$ cat config.mk
export PLATFORM = sky130hd
export DESIGN_NAME = sha1_digest_collect
export DESIGN_NICKNAME = d
export VERILOG_FILES = /design/src/rtl/sha1_digest_collect.sv
export SDC_FILE = /design/constraint.sdc
export NUM_CORES = 1
export LEC_CHECK = 0
export CAP_MARGIN = 0
export CORE_UTILIZATION = 30
export CTS_CLUSTER_DIAMETER = 60
export CTS_CLUSTER_SIZE = 24
export DETAILED_ROUTE_END_ITERATION = 16
export PLACE_DENSITY_LB_ADDON = 0.05
export SYNTH_ARGS = -nofsm -noshare
export SYNTH_HDL_FRONTEND = slang
export SYNTH_SLANG_ARGS = --single-unit
$ cat constraint.sdc
create_clock -name clk -period 14.2 [get_ports clk]
set_clock_uncertainty 0.1 [all_clocks]
set_input_delay 1.42 -clock clk [delete_from_list [all_inputs] [get_ports clk]]
set_output_delay 1.42 -clock clk [all_outputs]
set_load 0.02 [all_outputs]
$ cat src/rtl/sha1_digest_collect.sv
// rtl/sha1_digest_collect.sv - SHA-1 final-state collector: round tracking, digest rebuild, masked compare, output queue
module sha1_digest_collect #(
  parameter int DEPTH = 2,
  parameter bit CHAIN = 1'b1
) (
  input  logic         clk,
  input  logic         rst_n,
  input  logic [31:0]  A,
  input  logic         a_first,
  input  logic [15:0]  tag_in,
  input  logic [159:0] target,
  input  logic [159:0] mask,
  output logic         out_valid,
  input  logic         out_ready,
  output logic [159:0] digest,
  output logic [15:0]  tag_out,
  output logic         match,
  output logic         overflow,
  output logic         desync,
  input  logic         clear
);

  localparam int AW = $clog2(DEPTH);
  localparam logic [31:0] IV_A = CHAIN ? 32'h67452301 : 32'h0;
  localparam logic [31:0] IV_B = CHAIN ? 32'hefcdab89 : 32'h0;
  localparam logic [31:0] IV_C = CHAIN ? 32'h98badcfe : 32'h0;
  localparam logic [31:0] IV_D = CHAIN ? 32'h10325476 : 32'h0;
  localparam logic [31:0] IV_E = CHAIN ? 32'hc3d2e1f0 : 32'h0;

  typedef enum logic {IDLE, RUN} state_t;

  state_t        state_q, state_d;
  logic [6:0]    rnd_q, rnd_d;
  logic [15:0]   tag_q, tag_d;
  logic [31:0]   s76_q, s77_q, s78_q, s79_q, s80_q;
  logic          done, desync_set;
  logic          add_v_q;
  logic [15:0]   add_tag_q;
  logic          h_v_q;
  logic [159:0]  h_q, h_d;
  logic [15:0]   h_tag_q;
  logic          overflow_q, overflow_d, desync_q, desync_d;
  logic [AW:0]   wr_q, rd_q;
  logic [159:0]  mem_dig   [DEPTH];
  logic [15:0]   mem_tag   [DEPTH];
  logic          mem_match [DEPTH];
  logic          empty, full, pop, push, push_ok, drop, match_d;

  // rnd_q is the round index of the word on A; the a_first cycle itself is round 0.
  always_comb begin
    state_d    = state_q;
    rnd_d      = rnd_q;
    tag_d      = tag_q;
    done       = 1'b0;
    desync_set = 1'b0;
    case (state_q)
      IDLE: begin
        if (a_first) begin
          state_d = RUN;
          rnd_d   = 7'd1;
          tag_d   = tag_in;
        end
      end
      RUN: begin
        if (rnd_q == 7'd79) begin
          done    = 1'b1;
          state_d = a_first ? RUN : IDLE;
          rnd_d   = a_first ? 7'd1 : 7'd0;
          if (a_first) tag_d = tag_in;
        end else if (a_first) begin
          desync_set = 1'b1;
          rnd_d      = 7'd1;
          tag_d      = tag_in;
        end else begin
          rnd_d = rnd_q + 7'd1;
        end
      end
      default: state_d = IDLE;
    endcase
  end

  // B..E of the final state are earlier A words, with C..E rotated left by 30.
  assign h_d = {IV_A + s80_q,
                IV_B + s79_q,
                IV_C + {s78_q[1:0], s78_q[31:2]},
                IV_D + {s77_q[1:0], s77_q[31:2]},
                IV_E + {s76_q[1:0], s76_q[31:2]}};

  assign empty   = (wr_q == rd_q);
  assign full    = (wr_q[AW] != rd_q[AW]) && (wr_q[AW-1:0] == rd_q[AW-1:0]);
  assign pop     = !empty && out_ready;
  assign push    = h_v_q;
  assign push_ok = push && (!full || pop);
  assign drop    = push && full && !pop;
  assign match_d = (((h_q ^ target) & mask) == '0);

  always_comb begin
    overflow_d = clear ? 1'b0 : overflow_q;
    desync_d   = clear ? 1'b0 : desync_q;
    if (drop)       overflow_d = 1'b1;
    if (desync_set) desync_d   = 1'b1;
  end

  always_ff @(posedge clk or negedge rst_n) begin
    if (!rst_n) begin
      state_q    <= IDLE;
      rnd_q      <= 7'd0;
      tag_q      <= 16'd0;
      s76_q      <= 32'd0;
      s77_q      <= 32'd0;
      s78_q      <= 32'd0;
      s79_q      <= 32'd0;
      s80_q      <= 32'd0;
      add_v_q    <= 1'b0;
      add_tag_q  <= 16'd0;
      h_v_q      <= 1'b0;
      h_q        <= 160'd0;
      h_tag_q    <= 16'd0;
      overflow_q <= 1'b0;
      desync_q   <= 1'b0;
      wr_q       <= '0;
      rd_q       <= '0;
    end else begin
      state_q <= state_d;
      rnd_q   <= rnd_d;
      tag_q   <= tag_d;
      if (state_q == RUN) begin
        case (rnd_q)
          7'd75:   s76_q <= A;
          7'd76:   s77_q <= A;
          7'd77:   s78_q <= A;
          7'd78:   s79_q <= A;
          7'd79:   s80_q <= A;
          default: ;
        endcase
      end
      add_v_q <= done;
      if (done) add_tag_q <= tag_q;
      h_v_q <= add_v_q;
      if (add_v_q) begin
        h_q     <= h_d;
        h_tag_q <= add_tag_q;
      end
      overflow_q <= overflow_d;
      desync_q   <= desync_d;
      if (push_ok) wr_q <= wr_q + (AW+1)'(1);
      if (pop)     rd_q <= rd_q + (AW+1)'(1);
    end
  end

  // When full, a simultaneous pop frees the very slot being overwritten.
  always_ff @(posedge clk) begin
    if (push_ok) begin
      mem_dig[wr_q[AW-1:0]]   <= h_q;
      mem_tag[wr_q[AW-1:0]]   <= h_tag_q;
      mem_match[wr_q[AW-1:0]] <= match_d;
    end
  end

  assign out_valid = !empty;
  assign digest    = out_valid ? mem_dig[rd_q[AW-1:0]]   : 160'd0;
  assign tag_out   = out_valid ? mem_tag[rd_q[AW-1:0]]   : 16'd0;
  assign match     = out_valid ? mem_match[rd_q[AW-1:0]] : 1'b0;
  assign overflow  = overflow_q;
  assign desync    = desync_q;

endmodule

# After elaboration in Yosys (flattened, before gate mapping)
# Memory sizes are Yosys's and may differ from the RTL's.
# Index checks and enable logic that the tools add are counted.
# classes
addsub,8
eq_ne,9
n_mux,21
bitwise,3
n_reduce_logical,17
# op_table
op,count
160-bit AND,1
160-bit logical NOT,1
160-bit two-way mux,1
160-bit XOR,1
32-bit adder (first input constant),3
7-bit == test (second input constant),5
29-bit by 32-bit adder with 32-bit output (first input constant),1
31-bit by 32-bit adder with 32-bit output (first input constant),1
16-bit two-way mux,2
7-bit two-way mux,3
7-bit case mux with 2 select lines,1
1-bit two-way mux,13
2-bit AND reduction,5
7-bit by 1-bit adder with 7-bit output (second input constant),1
1-bit logical AND,5
2-bit by 1-bit adder with 2-bit output (second input constant),2
2-bit nonzero test,2
1-bit logical NOT,3
2-bit == test,1
2-bit != test (second input constant),1
1-bit case mux with 2 select lines,1
1-bit == test,1
1-bit logical OR,1
1-bit != test,1
1-bit inverter,1
# word_totals
ff_bits,384
ram_bits,354
inputBits,373
output_inout_bits,180
n_memories,3
# mem_list
memory,depth,word_bits,read_ports,rd_clocked_by_memory_dff,wr,line_no,source
mem_dig,2,160,1,0,1,44,logic [159:0] mem_dig [DEPTH];
mem_tag,2,16,1,0,1,45,logic [15:0] mem_tag [DEPTH];
mem_match,2,1,1,0,1,46,logic mem_match [DEPTH];

# Depth between registers and ports, before layout
# depth
ltp_word,7
depth_mapped,8

# Worst setup path before layout
# OpenSTA, ideal clock, no wires.
# synth_path
path_kind,input-to-reg
from,input out_ready
to,"memory mem_dig[0][0], enable pin"
arrival_time_ns,8.964
setup_slack_ns,4.420
path_stages,3
n_path_buf,0
path_cell_list,or3_1 > nand2_1 > nor2_1
# synth_via
elab_chain_len,5
# synth_lines
element,line_no,source
start: declaration,14,"input logic out_ready,"
1-bit logical AND,91,assign pop = !empty && out_ready;
1-bit logical OR,93,assign push_ok = push && (!full || pop);
1-bit logical AND,93,
1-bit two-way mux,153,if (push_ok) begin
1-bit two-way mux (implied by the code),154,mem_dig[wr_q[AW-1:0]] <= h_q;
end: declaration,44,
# Every way passes these cells.

# Final worst setup path
# layout_path
from,register rd_q[0]
to,output digest[38]
# layout_via
elab_chain_len,2
word_cells_on_any_way,3
classes_between,1 x eq/ne; 1 x mux; 1 x memory
# layout_lines
element,line_no,source
start: declaration,43,"logic [AW:0] wr_q, rd_q;"
start signal: assignment,147,if (pop) rd_q <= rd_q + (AW+1)'(1);
memory 2 x 160 bit or 2-bit == test (tied branches),--,
160-bit two-way mux *,161,assign digest = out_valid ? mem_dig[rd_q[AW-1:0]] : 160'd0;
end: declaration,15,"output logic [159:0] digest,"
# Mark *: on every way between the ends. The rest lies on a longest branch, timed or not.

==> summary.md <==
| Metric | Value |
|---|---|
| HPWL Detailed | 92700 um |
| Sum of negative setup slack | 0 ns |
| Row count | 121 |
| Seq/Total Area, Yosys | 61.6% |
| Primary FF master, synth | dfrtp_1 |
| Switch share | 31.9% |
| R2R Setup Slk | 10.32 ns |
| Peak supply drop | 0.0000877 V |
| Cts hold-fix bufs | 0 |
| Final nets | 3432 |
| Most common cell after layout, fill and taps aside | clkdlybuf4s50_1 |
| DP Worst Slack | 9.36 ns |
| MaxCap Viol Count | 0 |
| Tot GR Track Use | 22.2% |
| Synth async-reset ratio | 52.0% |
| Core ar. | 109000 um^2 |
| Peak Freq | 187 MHz |
| Hold_ws | 0.366 ns |
| Slew margin rel. | 18.4% |
| Setup ws final | 8.84 ns |
| Clock Latency Late Sink | 0.64 ns |
| R2r startpoint | rd_q[0] |
| Yosys top cell by area | edfxtp_1 |
| Clock slew seen by the registers of the worst setup and hold paths | 0.07 ns |
| Period utilization | 37.7% |
| Setup violators final | 0 |
| CTS root buf | clkbuf_16 |
| Post-DR wirelength/cell | 27.4 um |
| R2r worst-path depth | 6 |
| Worst Path Arrival | 3.84 ns |
| Starting Density | 30.2% |
| Measured slew at the worst slew-check pin | 1.22 ns |
| Iteration count of the initial detailed-routing pass | 5 |
| Final WL | 124000 um |
| Final-report hold violation count | 0 |
| Cell repeated most along the worst path | buf_4 |
| CP required | 12.68 ns |
| Global-route wire length before repair | 173000 um |
| Critical Path Fanout Max | 43 |
| Crit-path cells | buf_4 > buf_4 > mux2i_1 > nor2_1 > clkdlybuf4s50_1 |
| Vias in the first global route | 23000 |
| Synth warnings | 0 |
| Die area | 111000 um^2 |
| Layout cell share with drive strength beyond 1 | 14.7% |
| Via Count | 22400 |
| # port buffers | 552 |
| Largest net degree at the start of global routing | 88 |
| Yosys top cell area share | 32.3% |
| Commonest non-fill, non-tap cells in the layout | 551 x clkdlybuf4s50_1, 382 x dfrtp_1, 354 x edfxtp_1 |
| Crit-path max cell delay | 0.77 ns |
| Final Max Tran Viols | 0 |
| Hold Crit Class | flop to flop |
| Antenna Nets Post-Route | 0 |
| Area growth syn-to-layout | 30.1% |
| Syn nets | 2878 |
| Clock network fraction of design power | 34.7% |
| Layout filler cell count | 10400 |
| Chip width | 333 um |
| Mapped cell area | 32900 um^2 |
| Clock sink count | 738 |
| CTS resizes | 0 |
| CTS tree | yes |
| Worst setup path class | flop to primary output |
| Flops & latches, synth | 738 |
| Post-synth EDFFs | 354 |
| I/O pins | 553 |
| RSZ-0062 raised after global routing | no |
| Syn avg cell area | 13.2 um^2 |
| Total CTS buffers | 78 |
| Worst Path Buf+Inv | 3 |
| Clock Path Buffers | 3 |
| Comb pwr share | 28.6% |
| WHS Endpoint | mem_tag[1][12] |
| H-tree lvl count | 3 |
| Area contributors post-synth | edfxtp_1 32%, dfrtp_1 29%, mux2_2 9.0%, xor2_1 5.9%, mux2i_1 5.5% |
| Status | finished, final reports clean |
| Static Leak | 16.9 nW |
| Die height | 333 um |
| Setup Buffers After CTS | 0 |
| Antenna violations before repair | 34 |
| Pwr dens | 148 nW/um^2 |
| CP endpoint kind | primary output |
| Avg Vias per Cell | 4.93 |
| P_sw | 2.02 mW |
| DRC viols | 0 |
| Mapped Cells | 2496 |
| Iter 0 DRT Violations | 1545 |
| Sequential share of power | 36.6% |
| Minimum clock period | 5.36 ns |
| Critical-path top delay cell | dfrtp_4 |
| Count of cell types in the netlist | 79 |
| Worst hold start | h_tag_q[12] |
| GPL Wtd Cong | 0.848 |
| GRT overflow | 0 |
| Critical path launch point type | flop |
| Power Internal | 4.29 mW |
| R2r endpoint | mem_dig[0][136] |
| CP top delay family | buffers and inverters |
| Worst hold path depth | 0 |
through the flow:
| stage | utilization, % | area [um^2] | std cells | power, mW |
|---|---|---|---|---|
| after floorplan | - | 32900 | 2496 | 3.23 |
| after global placement | 36.8 | 40000 | 4384 | 4.19 |
| after detailed placement | 36.8 | 40000 | 4384 | 4.19 |
| after CTS | 39.3 | 42700 | 4526 | 6.41 |
| after global routing | 39.3 | 42700 | 4528 | 6.56 |
| final | 39.3 | 42800 | 4532 | 6.31 |
layout make-up:
type                            instances  area, um^2  area share (%)
Tap cell                             1414        1770            4.14
Timing Repair Buffer                  581        5750            13.4
Clock inverter                         51         584            1.37
Clock buffer                           91        2160            5.05
Sequential cell                       738       20200            47.4
Antenna cell                            6        15.0          0.0351
Inverter                               33         124           0.290
Multi-Input combinational cell       1618       12100            28.3
state kept, by name, indices dropped and copies added, names as in the netlist:
signal / count
rd_q: 2
desync: 1
s80_q: 32
mem_dig: 320
mem_match: 2
h_v_q: 1
wr_q: 2
overflow: 1
h_tag_q: 16
add_v_q: 1
s78_q: 32
state_q: 1
s76_q: 32
s79_q: 32
tag_q: 16
h_q: 160
rnd_q: 7
add_tag_q: 16
s77_q: 32
mem_tag: 32
synth_stat cells, drive strengths merged, types with 4 or more instances:
library cell and number:
buf 26, o31ai 8, o41ai 5, nand2 80
ha 9, nor2b 5, nor2 296, xor2 222
nand4 30, nor3 19, a211oi 6, nand4b 4
xnor2 65, nor4 16, o211ai 10, or3 10
o21ai 66, mux2 263, edfxtp 354, a22o 4
and3 16, nand3 21, inv 33, a221oi 5
dfrtp 384, clkbuf 81, or2 4, mux2i 179
a31oi 19, a22oi 72, nand3b 5, a21oi 102
nand2b 10, and2 9, a211o 4, a21o 6
worst max path at each step:
stage	from	slack [ns]	end	cells after the start
final	rd_q[0]	8.84	digest[38]	5
after global placement	out_ready	9.34	mem_dig[0][123]	6
after floorplan	out_ready	4.42	mem_dig[0][0]	3
after detailed placement	out_ready	9.36	mem_dig[0][123]	6
after global routing	rd_q[0]	8.62	digest[123]	5
after CTS	rd_q[0]	8.78	digest[109]	5
cells by family (layout without fill, tap and decap cells):
kind of cell | count (synthesis) | in the layout | synth area share (%)
other | 0 | 6 | 0
adder cells (fa/ha/maj) | 9 | 9 | 0.343
buffers and inverters | 140 | 756 | 1.70
AND/OR/NAND/NOR | 540 | 540 | 7.53
multiplexers | 442 | 442 | 14.5
XOR/XNOR | 287 | 287 | 7.65
flip-flops | 738 | 738 | 61.6
AO/OA/AOI/OAI | 340 | 340 | 6.74
per-layer routing:
layer | vias to the layer above | routed length (um) | global-route usage (%)
met5 | - | 115 | 0
met1 | 11300 | 55100 | 29.6
li1 | 10200 | - | -
met2 | 709 | 58800 | 36.2
met4 | 18 | 3060 | 5.95
met3 | 144 | 7240 | 4.76
worst reg2reg max path: cells and delay by family (launching register included):
kind	cells	cell delay [ns]
buf+inv	2	1.61
flops	1	0.77
simple gates	3	0.71
xor+xnor	1	0.22
power groups by stage:
stage / clock (mW) / sequential (mW) / combinational, mW
after floorplan: 0 / 2.32 / 0.913
after global placement: 0 / 2.35 / 1.84
after detailed placement: 0 / 2.36 / 1.83
after CTS: 2.25 / 2.31 / 1.84
after global routing: 2.33 / 2.31 / 1.91
final: 2.19 / 2.31 / 1.81
(Power assumes the default switching activity.)
